==> config.mk <==
export PLATFORM = sky130hd
export DESIGN_NAME = alu_issue_ctrl_flat
export DESIGN_NICKNAME = d
export VERILOG_FILES = /design/src/rtl/alu_issue_ctrl_if.sv /design/src/rtl/alu_issue_ctrl.sv /design/src/flat_wrapper.sv
export SDC_FILE = /design/constraint.sdc
export NUM_CORES = 1
export LEC_CHECK = 0
export CORE_MARGIN = 3
export CORE_UTILIZATION = 48
export CTS_BUF_LIST = sky130_fd_sc_hd__clkbuf_4 sky130_fd_sc_hd__clkbuf_8
export DETAILED_ROUTE_END_ITERATION = 10
export GPL_TIMING_DRIVEN = 0
export PLACE_DENSITY = 0.84
export REMOVE_ABC_BUFFERS = 1
export SYNTH_ARGS = -nofsm -noshare
export SYNTH_HDL_FRONTEND = slang
export SYNTH_SLANG_ARGS = --single-unit
==> constraint.sdc <==
create_clock -name clk -period 4.38 [get_ports clk]
set_input_delay 0.876 -clock clk [delete_from_list [all_inputs] [get_ports clk]]
set_output_delay 0.876 -clock clk [all_outputs]
set_load 0.05 [all_outputs]
==> src/rtl/alu_issue_ctrl_if.sv <==
// Issue/ALU/debug bundle between the issuing master and the issue controller.
interface alu_issue_ctrl_if;
  logic [31:0] instr;
  logic        instr_valid;
  logic        instr_ready;
  logic [7:0]  alu_data1;
  logic [7:0]  alu_data2;
  logic [2:0]  alu_select;
  logic [7:0]  alu_result;
  logic        alu_zero;
  logic        done;
  logic        illegal;
  logic        zero_flag;
  logic [2:0]  dbg_addr;
  logic [7:0]  dbg_data;

  // Issuer side: supplies instructions, the ALU response and debug address.
  modport master (
    output instr, instr_valid, alu_result, alu_zero, dbg_addr,
    input  instr_ready, alu_data1, alu_data2, alu_select, done, illegal,
           zero_flag, dbg_data
  );

  // Controller side.
  modport slave (
    input  instr, instr_valid, alu_result, alu_zero, dbg_addr,
    output instr_ready, alu_data1, alu_data2, alu_select, done, illegal,
           zero_flag, dbg_data
  );
endinterface

==> src/rtl/alu_issue_ctrl.sv <==
// Single-issue ALU controller: decodes one instruction at a time, drives
// snapshot operands to an external ALU for a fixed latency, then writes the
// ALU result back into an internal 8x8-bit register file.
module alu_issue_ctrl #(
  parameter int LAT_SHORT = 1,  // 1..15, latency of mov/loadi/and/or/srl
  parameter int LAT_ADD   = 2   // 1..15, latency of add/sub
) (
  input logic             clk,
  input logic             rst_n,
  alu_issue_ctrl_if.slave bus
);

  localparam logic [3:0] LAT_S4 = 4'(LAT_SHORT);
  localparam logic [3:0] LAT_A4 = 4'(LAT_ADD);

  typedef enum logic [1:0] {S_IDLE = 2'd0, S_EXEC = 2'd1, S_WB = 2'd2} state_e;

  state_e          state_q, state_d;
  logic [3:0]      cnt_q, cnt_d;
  logic [7:0][7:0] regs_q, regs_d;
  logic [7:0]      d1_q, d1_d, d2_q, d2_d;
  logic [2:0]      sel_q, sel_d;
  logic [2:0]      rd_q, rd_d;
  logic            done_q, done_d;
  logic            ill_q, ill_d;
  logic            zf_q, zf_d;

  // Instruction fields; only the low three bits of register fields matter.
  logic [7:0] opc, imm, r_t, r_s;
  logic [2:0] f_rd, f_rt, f_rs;
  logic       accept;

  assign opc    = bus.instr[31:24];
  assign f_rd   = bus.instr[18:16];
  assign f_rt   = bus.instr[10:8];
  assign f_rs   = bus.instr[2:0];
  assign imm    = bus.instr[7:0];
  assign r_t    = regs_q[f_rt];
  assign r_s    = regs_q[f_rs];
  assign accept = bus.instr_valid && (state_q == S_IDLE);

  logic       dec_legal;
  logic [2:0] dec_sel;
  logic [7:0] dec_d2;
  logic [3:0] dec_lat;

  // Opcode decode: ALU select, second operand and EXEC latency.
  always_comb begin
    dec_legal = 1'b1;
    dec_sel   = 3'b000;
    dec_d2    = imm;
    dec_lat   = LAT_S4;
    case (opc)
      8'h00: dec_d2 = imm;
      8'h01: dec_d2 = r_s;
      8'h02: begin dec_sel = 3'b001; dec_d2 = r_s;         dec_lat = LAT_A4; end
      8'h03: begin dec_sel = 3'b001; dec_d2 = ~r_s + 8'd1; dec_lat = LAT_A4; end
      8'h04: begin dec_sel = 3'b010; dec_d2 = r_s; end
      8'h05: begin dec_sel = 3'b011; dec_d2 = r_s; end
      8'h06: begin dec_sel = 3'b100; dec_d2 = imm; end
      default: dec_legal = 1'b0;
    endcase
  end

  // FSM state register.
  always_ff @(posedge clk or negedge rst_n) begin
    if (!rst_n) state_q <= S_IDLE;
    else        state_q <= state_d;
  end

  // FSM next state. EXEC spends one cycle presenting operands and then counts
  // the latency down to zero, so an op occupies LAT+2 cycles in total.
  always_comb begin
    state_d = state_q;
    case (state_q)
      S_IDLE:  if (accept && dec_legal) state_d = S_EXEC;
      S_EXEC:  if (cnt_q == 4'd0)       state_d = S_WB;
      S_WB:    state_d = S_IDLE;
      default: state_d = S_IDLE;
    endcase
  end

  // FSM outputs.
  always_comb begin
    bus.instr_ready = (state_q == S_IDLE);
    bus.alu_data1   = d1_q;
    bus.alu_data2   = d2_q;
    bus.alu_select  = sel_q;
    bus.done        = done_q;
    bus.illegal     = ill_q;
    bus.zero_flag   = zf_q;
    bus.dbg_data    = regs_q[bus.dbg_addr];
  end

  // Datapath next values: operand snapshot on accept, countdown, writeback.
  always_comb begin
    cnt_d  = cnt_q;
    regs_d = regs_q;
    d1_d   = d1_q;
    d2_d   = d2_q;
    sel_d  = sel_q;
    rd_d   = rd_q;
    zf_d   = zf_q;
    done_d = 1'b0;
    ill_d  = 1'b0;
    case (state_q)
      S_IDLE: begin
        if (accept) begin
          if (dec_legal) begin
            d1_d  = r_t;
            d2_d  = dec_d2;
            sel_d = dec_sel;
            rd_d  = f_rd;
            cnt_d = dec_lat;
          end else begin
            ill_d = 1'b1;
          end
        end
      end
      S_EXEC: if (cnt_q != 4'd0) cnt_d = cnt_q - 4'd1;
      S_WB: begin
        regs_d[rd_q] = bus.alu_result;
        zf_d         = bus.alu_zero;
        done_d       = 1'b1;
      end
      default: ;
    endcase
  end

  // Datapath registers; reset aborts any op in flight.
  always_ff @(posedge clk or negedge rst_n) begin
    if (!rst_n) begin
      cnt_q  <= '0;
      regs_q <= '0;
      d1_q   <= '0;
      d2_q   <= '0;
      sel_q  <= '0;
      rd_q   <= '0;
      done_q <= 1'b0;
      ill_q  <= 1'b0;
      zf_q   <= 1'b0;
    end else begin
      cnt_q  <= cnt_d;
      regs_q <= regs_d;
      d1_q   <= d1_d;
      d2_q   <= d2_d;
      sel_q  <= sel_d;
      rd_q   <= rd_d;
      done_q <= done_d;
      ill_q  <= ill_d;
      zf_q   <= zf_d;
    end
  end

endmodule

==> src/flat_wrapper.sv <==
// flat-port wrapper written by rule: the top's interface ports become plain ports
module alu_issue_ctrl_flat 
#(
  parameter int LAT_SHORT = 1,                                           
  parameter int LAT_ADD   = 2                               
)
  (clk, rst_n, bus_instr, bus_instr_valid, bus_alu_result, bus_alu_zero, bus_dbg_addr, bus_instr_ready, bus_alu_data1, bus_alu_data2, bus_alu_select, bus_done, bus_illegal, bus_zero_flag, bus_dbg_data);
  alu_issue_ctrl_if bus_i ();
  input logic clk;
  input logic rst_n;
  input wire logic [$bits(bus_i.instr)-1:0] bus_instr;
  input wire logic [$bits(bus_i.instr_valid)-1:0] bus_instr_valid;
  input wire logic [$bits(bus_i.alu_result)-1:0] bus_alu_result;
  input wire logic [$bits(bus_i.alu_zero)-1:0] bus_alu_zero;
  input wire logic [$bits(bus_i.dbg_addr)-1:0] bus_dbg_addr;
  output wire logic [$bits(bus_i.instr_ready)-1:0] bus_instr_ready;
  output wire logic [$bits(bus_i.alu_data1)-1:0] bus_alu_data1;
  output wire logic [$bits(bus_i.alu_data2)-1:0] bus_alu_data2;
  output wire logic [$bits(bus_i.alu_select)-1:0] bus_alu_select;
  output wire logic [$bits(bus_i.done)-1:0] bus_done;
  output wire logic [$bits(bus_i.illegal)-1:0] bus_illegal;
  output wire logic [$bits(bus_i.zero_flag)-1:0] bus_zero_flag;
  output wire logic [$bits(bus_i.dbg_data)-1:0] bus_dbg_data;
  assign bus_i.instr = bus_instr;
  assign bus_i.instr_valid = bus_instr_valid;
  assign bus_i.alu_result = bus_alu_result;
  assign bus_i.alu_zero = bus_alu_zero;
  assign bus_i.dbg_addr = bus_dbg_addr;
  assign bus_instr_ready = bus_i.instr_ready;
  assign bus_alu_data1 = bus_i.alu_data1;
  assign bus_alu_data2 = bus_i.alu_data2;
  assign bus_alu_select = bus_i.alu_select;
  assign bus_done = bus_i.done;
  assign bus_illegal = bus_i.illegal;
  assign bus_zero_flag = bus_i.zero_flag;
  assign bus_dbg_data = bus_i.dbg_data;
  alu_issue_ctrl #(.LAT_SHORT(LAT_SHORT), .LAT_ADD(LAT_ADD)) u_core (.clk(clk), .rst_n(rst_n), .bus(bus_i));
endmodule
==> results by group <==
Run status
  – Outcome: finished clean

Clock tree
  – CTS clk-pin slew, worst paths: 0.08 ns
  – Number of H-tree levels: 3
  – Worst skew pair latency: 0.37 ns
  – Clk sink count: 95
  – CTS root buf: clkbuf_8
  – CTS Buf Count: 9
  – CTS tree: built
  – Clk buf depth: 2
  – Hold_buf cts: 0

Setup path
  – Crit-path most repeated cell: clkdlybuf4s50_1
  – Slowest stage delay, CP: 1.09 ns
  – Kind of critical path: in -> out
  – Delay-heaviest family, CP: buffers and inverters
  – Worst path required time: 3.50 ns
  – Crit Path Max Fanout: 16
  – CP startpoint: bus_dbg_addr[1]
  – CP Capture Type: output pin
  – CP bufs+invs: 2
  – Worst Path Arrival: 3.39 ns
  – Worst path cell trace: clkdlybuf4s50_1 -> mux4_2 -> mux2_2 -> clkdlybuf4s50_1
  – Critical Path Start Type: input pin
  – Worst r2r src: u_core.state_q[0]
  – Highest-delay cell along the critical path: clkdlybuf4s50_1

Floorplan
  – Die width: 112.3 um
  – Die height: 112.3 um
  – Core footprint: 10940 um2
  – Top-Level Pins: 78
  – Die area: 12610 um2
  – Row count: 38
  – Initial Util: 0.4958

Layout
  – Footprint of the multi-input gates: 2894 um2
  – Total area of sequential cells: 2377 um2
  – Final nets: 505
  – Antenna Cells: 0
  – Final Instance Area: 6367 um2
  – Non-Filler Instances: 600
  – Fraction of layout cells with a size suffix above 1: 0.3130
  – Area growth, synth to finish: 17.45%
  – Fill count: 860

Synthesis
  – Adder-cell area share of the yosys netlist: 0.006924
  – Syn avg cell area: 13.52 um2
  – Post-Syn Area: 5421 um2
  – Post-synthesis xor/xnor area fraction: 0.009693
  – Simple-Gate Fraction of Synth Area: 0.07847
  – Main combinational cell family by area after synthesis: multiplexers
  – Top cells by area, synth: dfrtp_1 44%, mux4_2 17%, mux2_2 15%
  – Dominant synthesized flop cell: dfrtp_1
  – Top-area cell type share of the netlist area: 0.4385
  – Synthesized flop and latch total: 95
  – Most instantiated cells after synthesis: 95 x dfrtp_1, 74 x mux2_2, 40 x mux4_2
  – Seq/Total Area, Yosys: 0.4385
  – Syn Inst Count: 401
  – Post-synthesis compound-gate area fraction: 0.04408
  – Number of synthesis warnings: 0
  – Async set-reset flop share out of synthesis: 1.000
  – Mux cell area share after synthesis: 0.3946
  – Post-synth EDFFs: 0
  – Top-count cell post-synth: dfrtp_1
  – Synth area leader: dfrtp_1
  – Post-synth cell types: 46

GRT
  – All-layer global routing usage: 0.2094
  – Grt total ovfl: 0
  – Vias in the first global route: 3808
  – Initial antenna violation count: 0
  – Largest net degree at the start of global routing: 54
  – First-pass GRT wire length: 20350 um

Route
  – Wire per inst: 21.10 um
  – Vias per Instance: 6.108
  – Final wirelength: 12660 um
  – Initial drt markers: 280
  – DRC viols: 0
  – Antenna Nets Post-Route: 0
  – Drt first pass iters: 5
  – Vias: 3665

Power
  – Pint: 0.001691 W
  – VDD IR-drop max: 234.4 uV
  – Combinational power share: 0.338
  – Cell Pwr Density: 404.8 nW/um2
  – Clk pwr share: 0.229
  – Static leakage: 2.697 nW
  – Psw: 0.0008870 W
  – Switching part of the total: 0.3441
  – Sequential share of power: 0.432

STA
  – Min cycle time layout: 4.271 ns
  – Worst slew pin tran: 1.268 ns
  – Final hold violation count: 0
  – Slew margin rel.: 0.1518
  – RSZ-0062 raised after global routing: false
  – Max Slew Vio Count: 0
  – Fmax: 234.2 MHz
  – Final setup vio count: 0
  – Final worst path period share: 0.9751
  – Setup Skew: 0.01226 ns

Worst hold path
  – Launch point of the worst hold path: u_core.bus.alu_select[1]
  – Worst hold path class: reg -> reg

Place
  – PortBufs: 67
  – Inst Count DP: 584
  – DP Wirelength: 8535 um
  – Placed standard-cell area: 6168 um2
  – Gpl congestion: 0.7949

Flow run
  – Max-cap check violation count: 0
## path summary, 6_finish.rpt
check	endpoint	slack, ns	cells past startpoint
max in group asynchronous	u_core.state_q[1]	3.22	2
worst min register to register	u_core.bus.alu_select[1]	0.49	2
worst max-delay path	bus_dbg_data[4]	0.11	4
worst min-delay path	u_core.bus.alu_select[1]	0.49	2
min in group asynchronous	u_core.regs_q[21]	0.51	1
worst max register to register	u_core.regs_q[54]	1.97	4
## what timing repair did
item | CTS | global route
resized for setup | 3 | 0
setup buffers | 0 | 0
endpoints found under the setup margin | 8 | 0
hold endpoints to repair | 0 | 0
## worst register-to-register path: cells and delay by family, from the launching register on
family / cells / cell delay [ns]
simple gates: 3 / 1.48
mux: 1 / 0.42
flops: 1 / 0.40
## metal layers
metal / vias up / part of all wire / wire (um) / track usage
met3: 11 / 0.060 / 763 / 0.03827
met4: 0 / 0.012 / 146 / 0.06971
met2: 128 / 0.50 / 6357 / 0.3476
met5: - / 0 / 0 / 0
li1: 1627 / - / - / -
met1: 1899 / 0.43 / 5395 / 0.2812
## power by group through the flow
stage	sequential [W]	combinational [W]	clock (W)
2_1_floorplan	0.00126	0.000434	0
3_3_place_gp	0.00112	0.000847	0
3_5_place_dp	0.00113	0.000873	0
4_1_cts	0.00111	0.000877	0.000600
5_1_grt	0.00113	0.000931	0.000637
6_report	0.00111	0.000872	0.000591
## layout make-up
cell class,count,share of cell area
inverters,7,0.004127
clock buffers,12,0.02397
repair buffers,68,0.1095
multi-input cells,274,0.4545
flip-flops and latches,95,0.3734
clock inverters,4,0.007074
well taps,140,0.02751
## per-stage QoR
step / hold WS [ns] / util / TNS (ns) / total power [W] / setup slack [ns]
floorplan: 0.4723 / - / 0 / 0.001696 / 1.775
global placement: 0.4557 / 0.5618 / -96.51 / 0.001967 / -0.9968
detailed placement: 0.4738 / 0.5641 / -2.496 / 0.002006 / -0.3269
CTS: 0.4949 / 0.5823 / 0 / 0.002592 / 0.1398
global route: 0.5245 / 0.5823 / 0 / 0.002702 / 0.05980
finish: 0.4868 / 0.5823 / 0 / 0.002578 / 0.1092
## cells in the final DEF, fill, tap and decap left out, types with 2 or more instances in the layout
cell type,instances
a21oi_1,8
a221oi_1,3
and2_1,2
clkbuf_4,2
clkbuf_8,10
clkdlybuf4s50_1,65
clkinv_2,3
dfrtp_1,95
ha_1,3
inv_1,6
mux2_2,74
mux2i_1,10
mux2i_2,2
mux2i_4,3
mux4_1,8
mux4_2,40
nand2_1,32
nand3_1,10
nand3b_1,2
nand4_1,3
nor2_1,21
nor2b_1,4
nor3_1,4
nor3b_2,2
o211ai_1,2
o21a_1,2
o21ai_0,17
o21ai_1,3
xnor2_1,3
xor2_1,3
## logic make-up after synthesis
kind of cell	after synthesis
adders and majority gates	3
AOI/OAI and AO/OA	40
buffers and inverters	32
DFF	95
muxes	137
and+or+nand+nor	88
xor gates and xnor gates	6
## state kept, by name, indices dropped and copies added (netlist names), 2 cells and up
name	cells
u_core.bus.alu_select	3
u_core.bus.alu_data2	8
u_core.regs_q	64
u_core.state_q	2
u_core.cnt_q	4
u_core.bus.alu_data1	8
u_core.rd_q	3
(Power assumes the default switching activity.)
